[config.mk]
export PLATFORM = sky130hd
export DESIGN_NAME = feistel_round_ctrl_flat
export DESIGN_NICKNAME = d
export VERILOG_FILES = /design/src/rtl/feistel_pkg.sv /design/src/rtl/feistel_round_ctrl_if.sv /design/src/rtl/feistel_round.sv /design/src/rtl/feistel_round_ctrl.sv /design/src/flat_wrapper.sv
export SDC_FILE = /design/constraint.sdc
export NUM_CORES = 1
export LEC_CHECK = 0
export CORE_MARGIN = 2
export CORE_UTILIZATION = 55
export DETAILED_ROUTE_END_ITERATION = 12
export GPL_TIMING_DRIVEN = 0
export HOLD_SLACK_MARGIN = 0.1
export PLACE_DENSITY = 0.84
export SYNTH_ARGS = -nofsm -noshare
export SYNTH_HDL_FRONTEND = slang
export SYNTH_SLANG_ARGS = --single-unit
[constraint.sdc]
create_clock -name clk -period 5.77 [get_ports clk]
set_input_delay 1.731 -clock clk [delete_from_list [all_inputs] [get_ports clk]]
set_output_delay 1.731 -clock clk [all_outputs]
set_load 0.01 [all_outputs]
[src/rtl/feistel_pkg.sv]
// Shared types and constants for the 16-bit Feistel round controller.
package feistel_pkg;

    typedef enum logic [1:0] {
        StIdle,
        StRun,
        StDone
    } state_e;

    localparam int unsigned RoundsDefault = 16;
    localparam int unsigned SubkeyW       = 8;
    localparam int unsigned BlockW        = 2 * SubkeyW;
    localparam int unsigned KeyW          = 128;
    localparam int unsigned CntW          = 4;

    // Subkey idx is the idx-th byte counted from the MSB end of the key.
    function automatic logic [SubkeyW-1:0] subkey(input logic [KeyW-1:0] key,
                                                  input logic [CntW-1:0] idx);
        logic [KeyW-1:0] sh;
        sh = key << (SubkeyW * idx);
        return sh[KeyW-1 -: SubkeyW];
    endfunction

endpackage

[src/rtl/feistel_round_ctrl_if.sv]
// Request/result handshake bundle between a Feistel client and feistel_round_ctrl.
interface feistel_round_ctrl_if;
    import feistel_pkg::*;

    logic              in_valid;
    logic              in_ready;
    logic [BlockW-1:0] pt;
    logic [KeyW-1:0]   key;
    logic              out_valid;
    logic              out_ready;
    logic [BlockW-1:0] ct;
    logic              busy;

    modport master (
        output in_valid, pt, key, out_ready,
        input  in_ready, out_valid, ct, busy
    );

    modport slave (
        input  in_valid, pt, key, out_ready,
        output in_ready, out_valid, ct, busy
    );

endinterface

[src/rtl/feistel_round.sv]
// One combinational Feistel round with F(R, K) = R ^ K.
module feistel_round
    import feistel_pkg::*;
(
    input  logic [SubkeyW-1:0] l,
    input  logic [SubkeyW-1:0] r,
    input  logic [SubkeyW-1:0] k,
    output logic [SubkeyW-1:0] l_nxt,
    output logic [SubkeyW-1:0] r_nxt
);

    assign l_nxt = r;
    assign r_nxt = l ^ (r ^ k);

endmodule

[src/rtl/feistel_round_ctrl.sv]
// Iterative Feistel block engine: one round per cycle, final half-swap on ct.
// Optional reversed-subkey decryption is enabled by defining FEISTEL_DECRYPT_EN.
module feistel_round_ctrl
    import feistel_pkg::*;
#(
    parameter int unsigned ROUNDS = RoundsDefault
) (
    input logic clk,
    input logic rst_n,
`ifdef FEISTEL_DECRYPT_EN
    input logic decrypt,
`endif
    feistel_round_ctrl_if.slave bus
);

    state_e             state_q, state_d;
    logic [SubkeyW-1:0] l_q, r_q;
    logic [SubkeyW-1:0] l_nxt, r_nxt, k_cur;
    logic [KeyW-1:0]    key_q;
    logic [CntW-1:0]    cnt_q, k_idx;
    logic               accept, last_round;
    logic               in_ready, out_valid, busy;

    assign accept     = (state_q == StIdle) && bus.in_valid;
    assign last_round = (cnt_q == CntW'(ROUNDS - 1));

`ifdef FEISTEL_DECRYPT_EN
    logic dec_q;

    always_ff @(posedge clk or negedge rst_n) begin
        if (!rst_n) begin
            dec_q <= 1'b0;
        end else if (accept) begin
            dec_q <= decrypt;
        end
    end

    assign k_idx = dec_q ? (CntW'(ROUNDS - 1) - cnt_q) : cnt_q;
`else
    assign k_idx = cnt_q;
`endif

    assign k_cur = subkey(key_q, k_idx);

    feistel_round u_round (
        .l     (l_q),
        .r     (r_q),
        .k     (k_cur),
        .l_nxt (l_nxt),
        .r_nxt (r_nxt)
    );

    always_ff @(posedge clk or negedge rst_n) begin
        if (!rst_n) begin
            state_q <= StIdle;
        end else begin
            state_q <= state_d;
        end
    end

    always_comb begin
        state_d = state_q;
        unique case (state_q)
            StIdle: if (bus.in_valid)  state_d = StRun;
            StRun:  if (last_round)    state_d = StDone;
            StDone: if (bus.out_ready) state_d = StIdle;
            default:                   state_d = StIdle;
        endcase
    end

    always_comb begin
        in_ready  = 1'b0;
        busy      = 1'b0;
        out_valid = 1'b0;
        unique case (state_q)
            StIdle:  in_ready  = 1'b1;
            StRun:   busy      = 1'b1;
            StDone:  out_valid = 1'b1;
            default: in_ready  = 1'b0;
        endcase
    end

    // L/R only move on accept or during RUN, so ct stays frozen in DONE.
    always_ff @(posedge clk or negedge rst_n) begin
        if (!rst_n) begin
            l_q   <= '0;
            r_q   <= '0;
            key_q <= '0;
            cnt_q <= '0;
        end else if (accept) begin
            l_q   <= bus.pt[BlockW-1 -: SubkeyW];
            r_q   <= bus.pt[SubkeyW-1:0];
            key_q <= bus.key;
            cnt_q <= '0;
        end else if (state_q == StRun) begin
            l_q   <= l_nxt;
            r_q   <= r_nxt;
            cnt_q <= cnt_q + CntW'(1);
        end
    end

    assign bus.in_ready  = in_ready;
    assign bus.busy      = busy;
    assign bus.out_valid = out_valid;
    assign bus.ct        = {r_q, l_q};

endmodule

[src/flat_wrapper.sv]
// flat-port wrapper written by rule: the top's interface ports become plain ports
module feistel_round_ctrl_flat import feistel_pkg::*;
#(
    parameter int unsigned ROUNDS = RoundsDefault
)
  (clk, rst_n, bus_in_valid, bus_pt, bus_key, bus_out_ready, bus_in_ready, bus_out_valid, bus_ct, bus_busy);
  feistel_round_ctrl_if bus_i ();
  input logic clk;
  input logic rst_n;
  input wire logic [$bits(bus_i.in_valid)-1:0] bus_in_valid;
  input wire logic [$bits(bus_i.pt)-1:0] bus_pt;
  input wire logic [$bits(bus_i.key)-1:0] bus_key;
  input wire logic [$bits(bus_i.out_ready)-1:0] bus_out_ready;
  output wire logic [$bits(bus_i.in_ready)-1:0] bus_in_ready;
  output wire logic [$bits(bus_i.out_valid)-1:0] bus_out_valid;
  output wire logic [$bits(bus_i.ct)-1:0] bus_ct;
  output wire logic [$bits(bus_i.busy)-1:0] bus_busy;
  assign bus_i.in_valid = bus_in_valid;
  assign bus_i.pt = bus_pt;
  assign bus_i.key = bus_key;
  assign bus_i.out_ready = bus_out_ready;
  assign bus_in_ready = bus_i.in_ready;
  assign bus_out_valid = bus_i.out_valid;
  assign bus_ct = bus_i.ct;
  assign bus_busy = bus_i.busy;
  feistel_round_ctrl #(.ROUNDS(ROUNDS)) u_core (.clk(clk), .rst_n(rst_n), .bus(bus_i));
endmodule
; Word-level counts from Yosys, hierarchy flattened
; Cells that the tools add are included.
[totals]
register_bits = 150
input_bits = 148
out_inout_bits = 19
elab_cells = 32
[classes]
n_addsub = 1
eq_ne = 6
shift = 1
n_mux = 13
bitwise = 2
reduce_logical = 4
[ops]
columns = operator, n
row1 = $shl 128x7->128, 1
row2 = $mux 8, 4
row3 = $xor 8x8->8, 2
row4 = $mux 4, 2
row5 = $mux 2, 3
row6 = $pmux 2 s3, 1
row7 = $add 4x1->4 const B, 1
row8 = $eq 4x4->1 const B, 1
row9 = $ne 2x2->1 const B, 2
row10 = $mux 1, 3
row11 = $reduce_and 3->1, 1
row12 = $eq 2x1->1 const B, 1
row13 = $eq 2x2->1 const B, 1
row14 = $logic_not 2->1, 1
row15 = $ne 2x1->1 const B, 1
row16 = $reduce_bool 2->1, 1
row17 = $logic_and 1x1->1, 1

; Longest topological paths before layout
; Gate-level depths: netlist of the first run.
[depth]
ltp_word = 5
depth_mapped = 7
ltp_nobuf = 6

; Modules after synthesis
; A second synthesis of the first run with hierarchy kept.
[unflattened]
cells_unflattened = 472
hier_area_um2 = 7051.8
[modules_own_cells]
columns = mod, instances, cells_each, area_per_inst_um2, seq_area_each_um2
row1 = feistel_round_ctrl, 1, 456, 6801.5, 3753.6
row2 = feistel_round, 1, 16, 250.2, 0.0

; Least setup slack after synthesis of the first run
; No wires, ideal clock.
[synth_path]
path_type = input -> register
startpoint = input port bus_in_valid
endpoint = register u_core.cnt_q[3]
setup_ns = 0.083
arrival_time_ns = 2.753
required_ns = 5.687
setup_slack_ns = 2.934
path_stages = 5
path_cell_list = clkbuf_1 -> o21bai_1 -> clkbuf_1 -> nand2_1 -> o21ai_0
[synth_via]
elab_chain_len = 2
[synth_lines]
columns = item, line_no
row1 = start: declaration, flat_wrapper.sv:10  ; input wire logic [$bits(bus_i.in_valid)-1:0] bus_in_valid;
row2 = $logic_and 1x1->1 *, feistel_round_ctrl.sv:24  ; assign accept = (state_q == StIdle) && bus.in_valid;
row3 = $mux 4 / $reduce_bool 2->1 (equally long branches), n/a
row4 = end signal: assignment, feistel_round_ctrl.sv:98  ; cnt_q <= cnt_q + CntW'(1);
row5 = end: declaration, feistel_round_ctrl.sv:20  ; logic [CntW-1:0] cnt_q, k_idx;
; Mark *: on every way between the ends. The rest lies on a longest branch, timed or not.
; A chain may end at the register's enable or synchronous reset.

; Worst setup path after layout of the first run
[layout_path]
startpoint = register u_core.state_q[1]
endpoint = output port bus_out_valid
[layout_via]
elab_chain_len = 2
[layout_lines]
columns = item, line_no
row1 = start: declaration, feistel_round_ctrl.sv:16  ; state_e state_q, state_d;
row2 = start signal: assignment, feistel_round_ctrl.sv:55  ; state_q <= StIdle;
row3 = start signal: assignment, feistel_round_ctrl.sv:57  ; state_q <= state_d;
row4 = $eq 2x2->1, feistel_round_ctrl.sv:75  ; unique case (state_q)
row5 = $mux 1, feistel_round_ctrl.sv:75
row6 = end: declaration, flat_wrapper.sv:15  ; output wire logic [$bits(bus_i.out_valid)-1:0] bus_out_valid;
; Every way passes these cells.

==> reports/metrics.cfg, run 1 <==
[grt]
antenna_found_initial = 0
grt_pass1_vias = 6517
grt_max_degree = 77
overflow = 0
grt_pass1_wl_mm = 34.9
grt_use_total = 0.325

[detailed_routing]
wl_met3_mm = 1.86
via_count = 6440
highest_layer = met4
avgRoutedWirePerCell_um = 18.8
ant_nets = 0
viasPerCell = 5.65
wl_met2_mm = 10.3
first_iter_violations = 670
wl_met1_mm = 8.42
drc = 0
dr.pass1.iters = 5
drt-total-wl_mm = 21.4

[yosys]
synthTopCellsByArea = dfrtp_1 52%, nand2_1 20%, mux4_2 12%, xnor2_1 2.9%, mux2i_1 2.2%
synth-async-reset-ratio = 1.00
ys_types = 27
syn_area_mm2 = 0.00729
synth_edf_count = 0
postSynthAreaPerCell_um2 = 9.51
synth.area.mux_share = 0.147
ys.warnings.count = 0
syn-num-nets = 915
synth_largest_area_cell = dfrtp_1
synth_cells = 766
ys_ff_latch = 150
synthFlopType = dfrtp_1
synthAdderAreaFrac = 0.00172
synth-simple-area-share = 0.239
ys_seq_area_frac = 0.515
synth_top_family_by_area = simple AND/OR/NAND/NOR gates
synth-compound-area-share = 0.0330
synth_top_area_share = 0.515
synth_xor_area_frac = 0.0312

[clock_network]
clk_pin_slew_worst_paths_ns = 0.06
hold_buffers = 0
cts_sinks = 150
clockBufferDepth = 2
insertion_delay_ns = 0.43
cts_resized = 0
cts_tree = done
post_cts_buffers = 0
cts_htree_levels = 4
root_buffer = clkbuf_16
cts_buffers = 17

[critical_path]
critPathKind = register to output pin
cp_data_arrival_time_ns = 1.87
crit_family = buffers and inverters
critPathCaptureType = output pin
required_ns = 4.04
path_buf_inv = 2
cp-start-kind = register
slowest_stage = clkdlybuf4s50_1
worst-path-max-fanout = 10
critPathMaxStageDelay_ns = 0.55
crit_chain = clkbuf_1 > nor2b_1 > clkdlybuf4s50_1

[power]
power.share.combinational = 0.462
swShare = 0.377
p_clk_frac = 0.200
leakagePower_nw = 4.64
cellPowerDensity_mw_per_mm2 = 581
power_mw = 5.69
p_sw_mw = 2.14
vdd_drop_max_v = 0.000310
power_frac_seq = 0.338
internal_power_mw = 3.55

[placement]
gp_congestion = 0.923
hpwl_mm = 15.0
io_buffers = 166

[final_layout]
final_cell_mix = 397 x nand2_1, 165 x clkdlybuf4s50_1, 150 x dfrtp_1, 38 x mux4_2, 34 x clkbuf_1
drive_gt1_frac = 0.0810
fin_nets = 1101
mostFrequentLayoutCell = nand2_1
syn2layout_area_growth_pct = 34.4
diodes = 0

[timing]
relSlewSlack = 0.432
setup_viol = 0
finClkSkew_ns = 0.00951
final-hold-violation-count = 0
maxSlewViolCount = 0
worstMarginPinSlew_ns = 0.851
fmax_ghz = 0.278
period_minus_slack_ns = 3.60
finalCritPeriodShare = 0.624
rsz0062_at_grt = false
whs_ns = 0.473

[die]
io_pins = 167
die_width_um = 119
die-area_mm2 = 0.0142
rows = 42
die_h_um = 119
initial_core_util = 0.557
core-area_mm2 = 0.0131

[status]
status = completed

[flow_run]
max-cap-violations = 0

[worst_hold_path]
min_path_type = register to register

final cells by class:
class / instances / area, um^2
multi-input cells: 566 / 3290
repair buffers: 167 / 1690
plain buffers: 48 / 234
clock buffers: 22 / 474
flip-flops and latches: 150 / 3750
clock inverters: 8 / 124
fillers: 858 / 3290
inverters: 2 / 7.51
well taps: 176 / 220
power by group through the flow:
stage                     Combinational (mW)  Sequential (mW)  Clock, mW
final                                   2.63             1.92       1.14
after global routing                    2.88             1.97       1.19
after CTS                               2.62             1.91       1.14
after detailed placement                2.57             1.91          0
after global placement                  2.48             1.89          0
after floorplan                         1.81             1.83          0
flip-flops by register name, summed over array words and instances, names as in the netlist:
| signal | cells |
|---|---|
| u_core.cnt_q | 4 |
| u_core.l_q | 8 |
| u_core.key_q | 128 |
| u_core.r_q | 8 |
| u_core.state_q | 2 |
per-stage QoR:
| step | std cells | cell area, um^2 | setup slack, ns | TNS [ns] | utilization |
|---|---|---|---|---|---|
| after floorplan | 766 | 7290 | 2.93 | 0 | - |
| after global routing | 1139 | 9800 | 2.09 | 0 | 0.749 |
| after global placement | 1108 | 9170 | -2.98 | -445.38 | 0.701 |
| after CTS | 1139 | 9800 | 2.16 | 0 | 0.749 |
| final | 1139 | 9800 | 2.17 | 0 | 0.749 |
| after detailed placement | 1109 | 9200 | 1.99 | 0 | 0.703 |
tightest hold or removal path, cell delays in order, from the launching register on:
cell,delay (ns)
dfrtp_1,0.34
nand2_1,0.05
nand2_1,0.05
path summary, 6_finish.rpt:
path / from / end / slack, ns / cells past startpoint
worst max register to register: u_core.cnt_q[3] / u_core.r_q[2] / 3.22 / 7
worst max-delay path: u_core.state_q[1] / bus_out_valid / 2.17 / 3
min in group asynchronous: rst_n / u_core.key_q[96] / 1.33 / 1
worst min register to register: u_core.key_q[71] / u_core.key_q[71] / 0.47 / 2
worst min-delay path: u_core.key_q[71] / u_core.key_q[71] / 0.47 / 2
max in group asynchronous: rst_n / u_core.key_q[18] / 3.61 / 2
synthesized netlist by cell type (2+ instances only):
master / n
a21oi_1: 8
a22o_1: 2
a22oi_1: 16
and3b_1: 8
buf_1: 6
buf_2: 6
buf_8: 2
clkbuf_1: 32
dfrtp_1: 150
inv_1: 2
mux2i_1: 16
mux4_1: 2
mux4_2: 38
nand2_1: 397
nand2b_1: 2
nand3_1: 17
nor2_1: 18
o21ai_0: 11
xnor2_1: 24
xor2_1: 2
logic make-up (layout without fill, tap and decap cells):
| kind of cell | count (synthesis) | count (layout) |
|---|---|---|
| xor gates and xnor gates | 26 | 26 |
| muxes | 56 | 56 |
| buffers and inverters | 50 | 247 |
| AOI/OAI and AO/OA | 38 | 38 |
| DFF | 150 | 150 |
| and+or+nand+nor | 445 | 445 |
| adders and majority gates | 1 | 1 |
routing by layer:
layer | global-route usage | vias up
li1 | - | 2873
met1 | 0.441 | 3166
met2 | 0.514 | 338
met3 | 0.0661 | 63
met4 | 0.140 | 0
met5 | 0 | -
Power figures use the tool's default switching activity.
==> run 2: changes to the inputs <==
--- a/config.mk
+++ b/config.mk
@@ -6,11 +6,11 @@
 export NUM_CORES = 1
 export LEC_CHECK = 0
 export CORE_MARGIN = 2
-export CORE_UTILIZATION = 55
+export CORE_UTILIZATION = 46
 export DETAILED_ROUTE_END_ITERATION = 12
 export GPL_TIMING_DRIVEN = 0
 export HOLD_SLACK_MARGIN = 0.1
-export PLACE_DENSITY = 0.84
+export PLACE_DENSITY = 0.74
 export SYNTH_ARGS = -nofsm -noshare
 export SYNTH_HDL_FRONTEND = slang
 export SYNTH_SLANG_ARGS = --single-unit
==> constraint.sdc (replaced) <==
create_clock -name clk -period 3.06 [get_ports clk]
set_input_delay 0.918 -clock clk [delete_from_list [all_inputs] [get_ports clk]]
set_output_delay 0.918 -clock clk [all_outputs]
set_load 0.01 [all_outputs]
==> run 2 against run 1 <==
Count of clock-buffer cells in the layout is 2 higher. Sequential share of layout area is 0.12 points lower. Via count is 4.3% lower. Core utilization is 12 points lower. Critical endpoint unchanged.
==> reports/metrics.cfg, run 2 (synthesis gave the netlist of run 1 again) <==
[die]
core-area_mm2 = 0.0157  ; was 0.0131 mm^2
rows = 46  ; was 42
io_pins = 167  ; unchanged
die_width_um = 130  ; was 119 um
die_h_um = 130  ; was 119 um
die-area_mm2 = 0.0169  ; was 0.0142 mm^2
initial_core_util = 0.466  ; was 0.557

[grt]
antenna_found_initial = 0  ; unchanged
grt_use_total = 0.259  ; was 0.325
global_route.usage.met3 = 0.0533  ; was 0.0661
busiest_layer = met2  ; unchanged
grt_max_degree = 98  ; was 77
grtUsageMet1 = 0.351  ; was 0.441
grt_pass1_vias = 6002  ; was 6517
overflow = 0  ; unchanged
use_met2 = 0.420  ; was 0.514
grt_pass1_wl_mm = 32.3  ; was 34.9 mm

[detailed_routing]
first_iter_violations = 612  ; was 670
dr.pass1.iters = 5  ; unchanged
ant_nets = 0  ; unchanged
avgRoutedWirePerCell_um = 17.7  ; was 18.8 um
via_count = 6165  ; was 6440
drt-total-wl_mm = 20.9  ; was 21.4 mm
viasPerCell = 5.22  ; was 5.65
drc = 0  ; unchanged

[final_layout]
top_register = u_core.key_q  ; unchanged
reg_top3 = u_core.key_q: 128 flops, u_core.l_q: 8 flops, u_core.r_q: 8 flops  ; unchanged
drive_gt1_frac = 0.0808  ; was 0.0810
mostFrequentLayoutCell = nand2_1  ; unchanged
fin_nets = 1101  ; unchanged
diodes = 0  ; unchanged
largest_register_ffs = 128  ; unchanged
final_cell_mix = 397 x nand2_1, 165 x clkdlybuf4s50_1, 150 x dfrtp_1, 38 x mux4_2, 36 x clkbuf_1  ; was 397 x nand2_1, 165 x clkdlybuf4s50_1, 150 x dfrtp_1, 38 x mux4_2, 34 x clkbuf_1
syn2layout_area_growth_pct = 34.8  ; was 34.4%
fillers = 1313  ; was 858
finish.utilization = 0.628  ; was 0.749

[power]
vdd_drop_max_v = 0.000597  ; was 0.000310 V
power_mw = 10.6  ; was 5.69 mW
cellPowerDensity_mw_per_mm2 = 1080  ; was 581 mW/mm^2
leakagePower_nw = 4.64  ; about the same

[critical_path]
cp-start-kind = register  ; unchanged
critPathMaxStageDelay_ns = 0.56  ; was 0.55 ns
critPathKind = register to output pin  ; unchanged
rrSetupSlack_ns = 0.54  ; was 3.22 ns
cp_data_arrival_time_ns = 1.90  ; was 1.87 ns
worst-path-max-fanout = 10  ; unchanged
rr_startpoint = u_core.cnt_q[3]  ; unchanged
reg2regPathDepth = 7  ; unchanged
crit_chain = clkbuf_1 > nor2b_1 > clkdlybuf4s50_1  ; unchanged
slowest_stage = clkdlybuf4s50_1  ; unchanged
reg2reg_to = u_core.r_q[4]  ; was u_core.r_q[2]
required_ns = 2.14  ; was 4.04 ns
critPathCaptureType = output pin  ; unchanged
crit_family = buffers and inverters  ; unchanged
path_buf_inv = 2  ; unchanged

[placement]
gp_congestion = 0.849  ; was 0.923
hpwl_mm = 15.5  ; was 15.0 mm
io_buffers = 166  ; unchanged

[clock_network]
cts_sinks = 150  ; unchanged
insertion_delay_ns = 0.43  ; about the same
cts_resized = 0  ; unchanged
cts_buffers = 17  ; unchanged
clockBufferDepth = 2  ; unchanged
root_buffer = clkbuf_16  ; unchanged
clk_pin_slew_worst_paths_ns = 0.06  ; about the same
post_cts_buffers = 0  ; unchanged
hold_buffers = 0  ; unchanged
cts_tree = done  ; unchanged
cts_htree_levels = 4  ; unchanged

[timing]
maxSlewViolCount = 0  ; unchanged
finalCritPeriodShare = 0.920
rsz0062_at_grt = false  ; unchanged
period_minus_slack_ns = 2.81
whs_ns = 0.438  ; was 0.473 ns
fmax_ghz = 0.355
setup_viol = 0  ; unchanged
final-hold-violation-count = 0  ; unchanged
finClkSkew_ns = 0.00799  ; was 0.00951 ns
worstMarginPinSlew_ns = 0.940  ; was 0.851 ns
relSlewSlack = 0.372  ; was 0.432

[worst_hold_path]
min_path_type = primary input to asynchronous set/reset pin  ; was register to register

[flow_run]
max-cap-violations = 0  ; unchanged

[status]
status = completed  ; unchanged

==> run 2: how the worst max path moves through the flow <==
| stage | startpoint | to | cells past startpoint |
|---|---|---|---|
| after floorplan | u_core.cnt_q[3] | u_core.r_q[7] | 7 |
| after CTS | u_core.state_q[1] | bus_out_valid | 3 |
| after detailed placement | bus_in_valid | u_core.l_q[1] | 6 |
| after global placement | rst_n | u_core.key_q[28] | 1 |
| final | u_core.state_q[1] | bus_out_valid | 3 |
| after global routing | u_core.state_q[1] | bus_out_valid | 3 |
==> run 2: per-stage QoR <==
stage	setup slack (ns)	instances	setup TNS, ns	instance area [um^2]
after floorplan	1.03	766	0	7290
after global placement	-5.02	1148	-751.52	9220
after detailed placement	0.0155	1149	0	9250
after CTS	0.226	1181	0	9830
after global routing	0.114	1181	0	9830
final	0.245	1181	0	9830
==> run 2: cell type report <==
type / count / area (um^2) / share of cell area
sequential: 150 / 3750 / 0.382
timing repair buffer: 167 / 1690 / 0.172
clock buffer: 24 / 482 / 0.0490
tap: 216 / 270 / 0.0275
clock inverter: 8 / 97.6 / 0.00993
buffer: 48 / 234 / 0.0238
inverter: 2 / 7.51 / 0.000764
multi-input combinational: 566 / 3290 / 0.335
==> run 2: worst reg2reg max path: stages, from the launching register on <==
cell and delay (ns):
dfrtp_1 0.31, buf_2 0.21, clkbuf_1 0.59, mux4_2 0.47, mux4_2 0.51, xnor2_1 0.15, nand3_1 0.09, nand3_1 0.06
==> run 2: per-layer routing <==
metal | vias to the layer above | routed length [um]
met3 | 32 | 1760
li1 | 2870 | -
met1 | 2982 | 8550
met5 | - | 0
met2 | 281 | 10100
met4 | 0 | 438
==> run 2: report_power, final <==
group          switching, mW  total [mW]  internal (mW)
clock network          0.808        2.07           1.26
registers              0.658        3.60           2.94
logic                   2.49        4.90           2.40
total                   3.96        10.6           6.61
==> run 3: changes to the inputs <==
--- a/config.mk
+++ b/config.mk
@@ -10,6 +10,7 @@
 export DETAILED_ROUTE_END_ITERATION = 12
 export GPL_TIMING_DRIVEN = 0
 export HOLD_SLACK_MARGIN = 0.1
+export MAX_ROUTING_LAYER = met4
 export PLACE_DENSITY = 0.74
 export SYNTH_ARGS = -nofsm -noshare
 export SYNTH_HDL_FRONTEND = slang
==> run 3 against run 2 <==
Count of clock-buffer cells in the layout is the same. Sequential cell count unchanged. Register-to-register slack is essentially flat. Maximum frequency decreased by 0.16%. Hold slack worse by 0.0023 ns. Critical endpoint unchanged.
==> reports/metrics.cfg, run 3 (synthesis gave the netlist of run 1 again) <==
[final_layout]
syn2layout_area_growth_pct = 34.8  ; unchanged
final_cell_mix = 397 x nand2_1, 165 x clkdlybuf4s50_1, 150 x dfrtp_1, 38 x mux4_2, 36 x clkbuf_1  ; unchanged
drive_gt1_frac = 0.0808  ; unchanged
diodes = 0  ; unchanged
mostFrequentLayoutCell = nand2_1  ; unchanged
final_cells = 1181  ; unchanged
finish.utilization = 0.628  ; unchanged
largest_register_ffs = 128  ; unchanged
fillers = 1313  ; unchanged
area.sequential_mm2 = 0.00375  ; unchanged
top_register = u_core.key_q  ; unchanged
fin_nets = 1101  ; unchanged
multiInputGateArea_mm2 = 0.00329  ; unchanged
reg_top3 = u_core.key_q: 128 flops, u_core.l_q: 8 flops, u_core.r_q: 8 flops  ; unchanged

[timing]
maxSlewViolCount = 0  ; unchanged
finalCritPeriodShare = 0.921  ; was 0.920
worstMarginPinSlew_ns = 0.939  ; was 0.940 ns
fmax_ghz = 0.355  ; about the same
tns_ns = 0  ; unchanged
setup_viol = 0  ; unchanged
final-hold-violation-count = 0  ; unchanged
period_minus_slack_ns = 2.82  ; was 2.81 ns
rsz0062_at_grt = false  ; unchanged
whs_ns = 0.436  ; was 0.438 ns
finClkSkew_ns = 0.00548  ; was 0.00799 ns
relSlewSlack = 0.373  ; was 0.372

[status]
status = completed  ; unchanged

[critical_path]
critPathKind = register to output pin  ; unchanged
crit_chain = clkbuf_1 > nor2b_1 > clkdlybuf4s50_1  ; unchanged
startpoint = u_core.state_q[1]  ; unchanged
worst-path-max-fanout = 10  ; unchanged
path_depth = 3  ; unchanged
cp-start-kind = register  ; unchanged
critPathCaptureType = output pin  ; unchanged
cp_data_arrival_time_ns = 1.90  ; about the same
required_ns = 2.14  ; about the same
rrSetupSlack_ns = 0.55  ; was 0.54 ns
path_buf_inv = 2  ; unchanged
reg2regPathDepth = 7  ; unchanged
crit_family = buffers and inverters  ; unchanged
rr_startpoint = u_core.cnt_q[3]  ; unchanged
slowest_stage = clkdlybuf4s50_1  ; unchanged
critPathMaxStageDelay_ns = 0.56  ; about the same

[clock_network]
post_cts_buffers = 0  ; unchanged
clk_pin_slew_worst_paths_ns = 0.06  ; about the same
cts_tree = done  ; unchanged
cts_htree_levels = 4  ; unchanged
cts_buffers = 17  ; unchanged
root_buffer = clkbuf_16  ; unchanged
cts_resized = 0  ; unchanged
clockBufferDepth = 2  ; unchanged
cts_sinks = 150  ; unchanged
insertion_delay_ns = 0.43  ; about the same
hold_buffers = 0  ; unchanged

[die]
die-area_mm2 = 0.0169  ; unchanged
core-area_mm2 = 0.0157  ; unchanged
rows = 46  ; unchanged
io_pins = 167  ; unchanged
initial_core_util = 0.466  ; unchanged
die_width_um = 130  ; unchanged
die_h_um = 130  ; unchanged

[grt]
antenna_found_initial = 0  ; unchanged
grt_pass1_wl_mm = 32.2  ; was 32.3 mm
grt_use_total = 0.268  ; was 0.259
grt_max_degree = 98  ; unchanged
grt_pass1_vias = 5985  ; was 6002
overflow = 0  ; unchanged

[power]
internal_power_mw = 6.61  ; about the same
cellPowerDensity_mw_per_mm2 = 1080  ; about the same
power_mw = 10.6  ; about the same
vdd_drop_max_v = 0.000603  ; was 0.000597 V
power_frac_seq = 0.340  ; was 0.341
p_sw_mw = 3.96  ; about the same
leakagePower_nw = 4.64  ; unchanged
power.share.combinational = 0.463  ; about the same
swShare = 0.375  ; about the same
p_clk_frac = 0.196  ; about the same

[placement]
io_buffers = 166  ; unchanged
hpwl_mm = 15.5  ; unchanged
place_inst = 1149  ; unchanged
gp_congestion = 0.862  ; was 0.849

[detailed_routing]
via_count = 6173  ; was 6165
viasPerCell = 5.23  ; was 5.22
dr.pass1.iters = 7  ; was 5
drc = 0  ; unchanged
ant_nets = 0  ; unchanged
avgRoutedWirePerCell_um = 17.6  ; was 17.7 um
first_iter_violations = 647  ; was 612
drt-total-wl_mm = 20.8  ; was 20.9 mm

[worst_hold_path]
min_path_type = primary input to asynchronous set/reset pin  ; unchanged

[flow_run]
max-cap-violations = 0  ; unchanged

run 3: worst paths after layout:
kind | to
worst max-delay path | bus_out_valid
worst min-delay path | u_core.key_q[127]
worst max register to register | u_core.r_q[4]
worst min register to register | u_core.key_q[46]
max in group asynchronous | u_core.key_q[77]
min in group clk | u_core.key_q[46]
run 3: layer usage:
metal	GRT usage	part of all wire	up-vias
met4	0.0873	0.024	0
met1	0.353	0.41	2988
li1	-	-	2872
met2	0.420	0.48	275
met3	0.0541	0.082	38
met5	-	0	-
run 3: area by class of cell:
type                       instances  area share
clock buffer                      24      0.0490
multi-input combinational        566       0.335
timing repair buffer             167       0.172
tap                              216      0.0275
inverter                           2    0.000764
clock inverter                     8     0.00993
buffer                            48      0.0238
sequential                       150       0.382
run 3: metrics by stage:
step                      instance area, um^2  setup WS (ns)
after CTS                                9830          0.226
after floorplan                          7290           1.03
after global placement                   9220          -5.02
final                                    9830          0.241
after global routing                     9830          0.109
after detailed placement                 9250         0.0155
run 3: power by group through the flow:
stage / clock [mW] / sequential (mW) / combinational, mW
2_1_floorplan: 0 / 3.45 / 3.41
3_3_place_gp: 0 / 3.56 / 4.70
3_5_place_dp: 0 / 3.59 / 4.86
4_1_cts: 2.08 / 3.58 / 4.90
5_1_grt: 2.17 / 3.71 / 5.37
6_report: 2.07 / 3.60 / 4.90
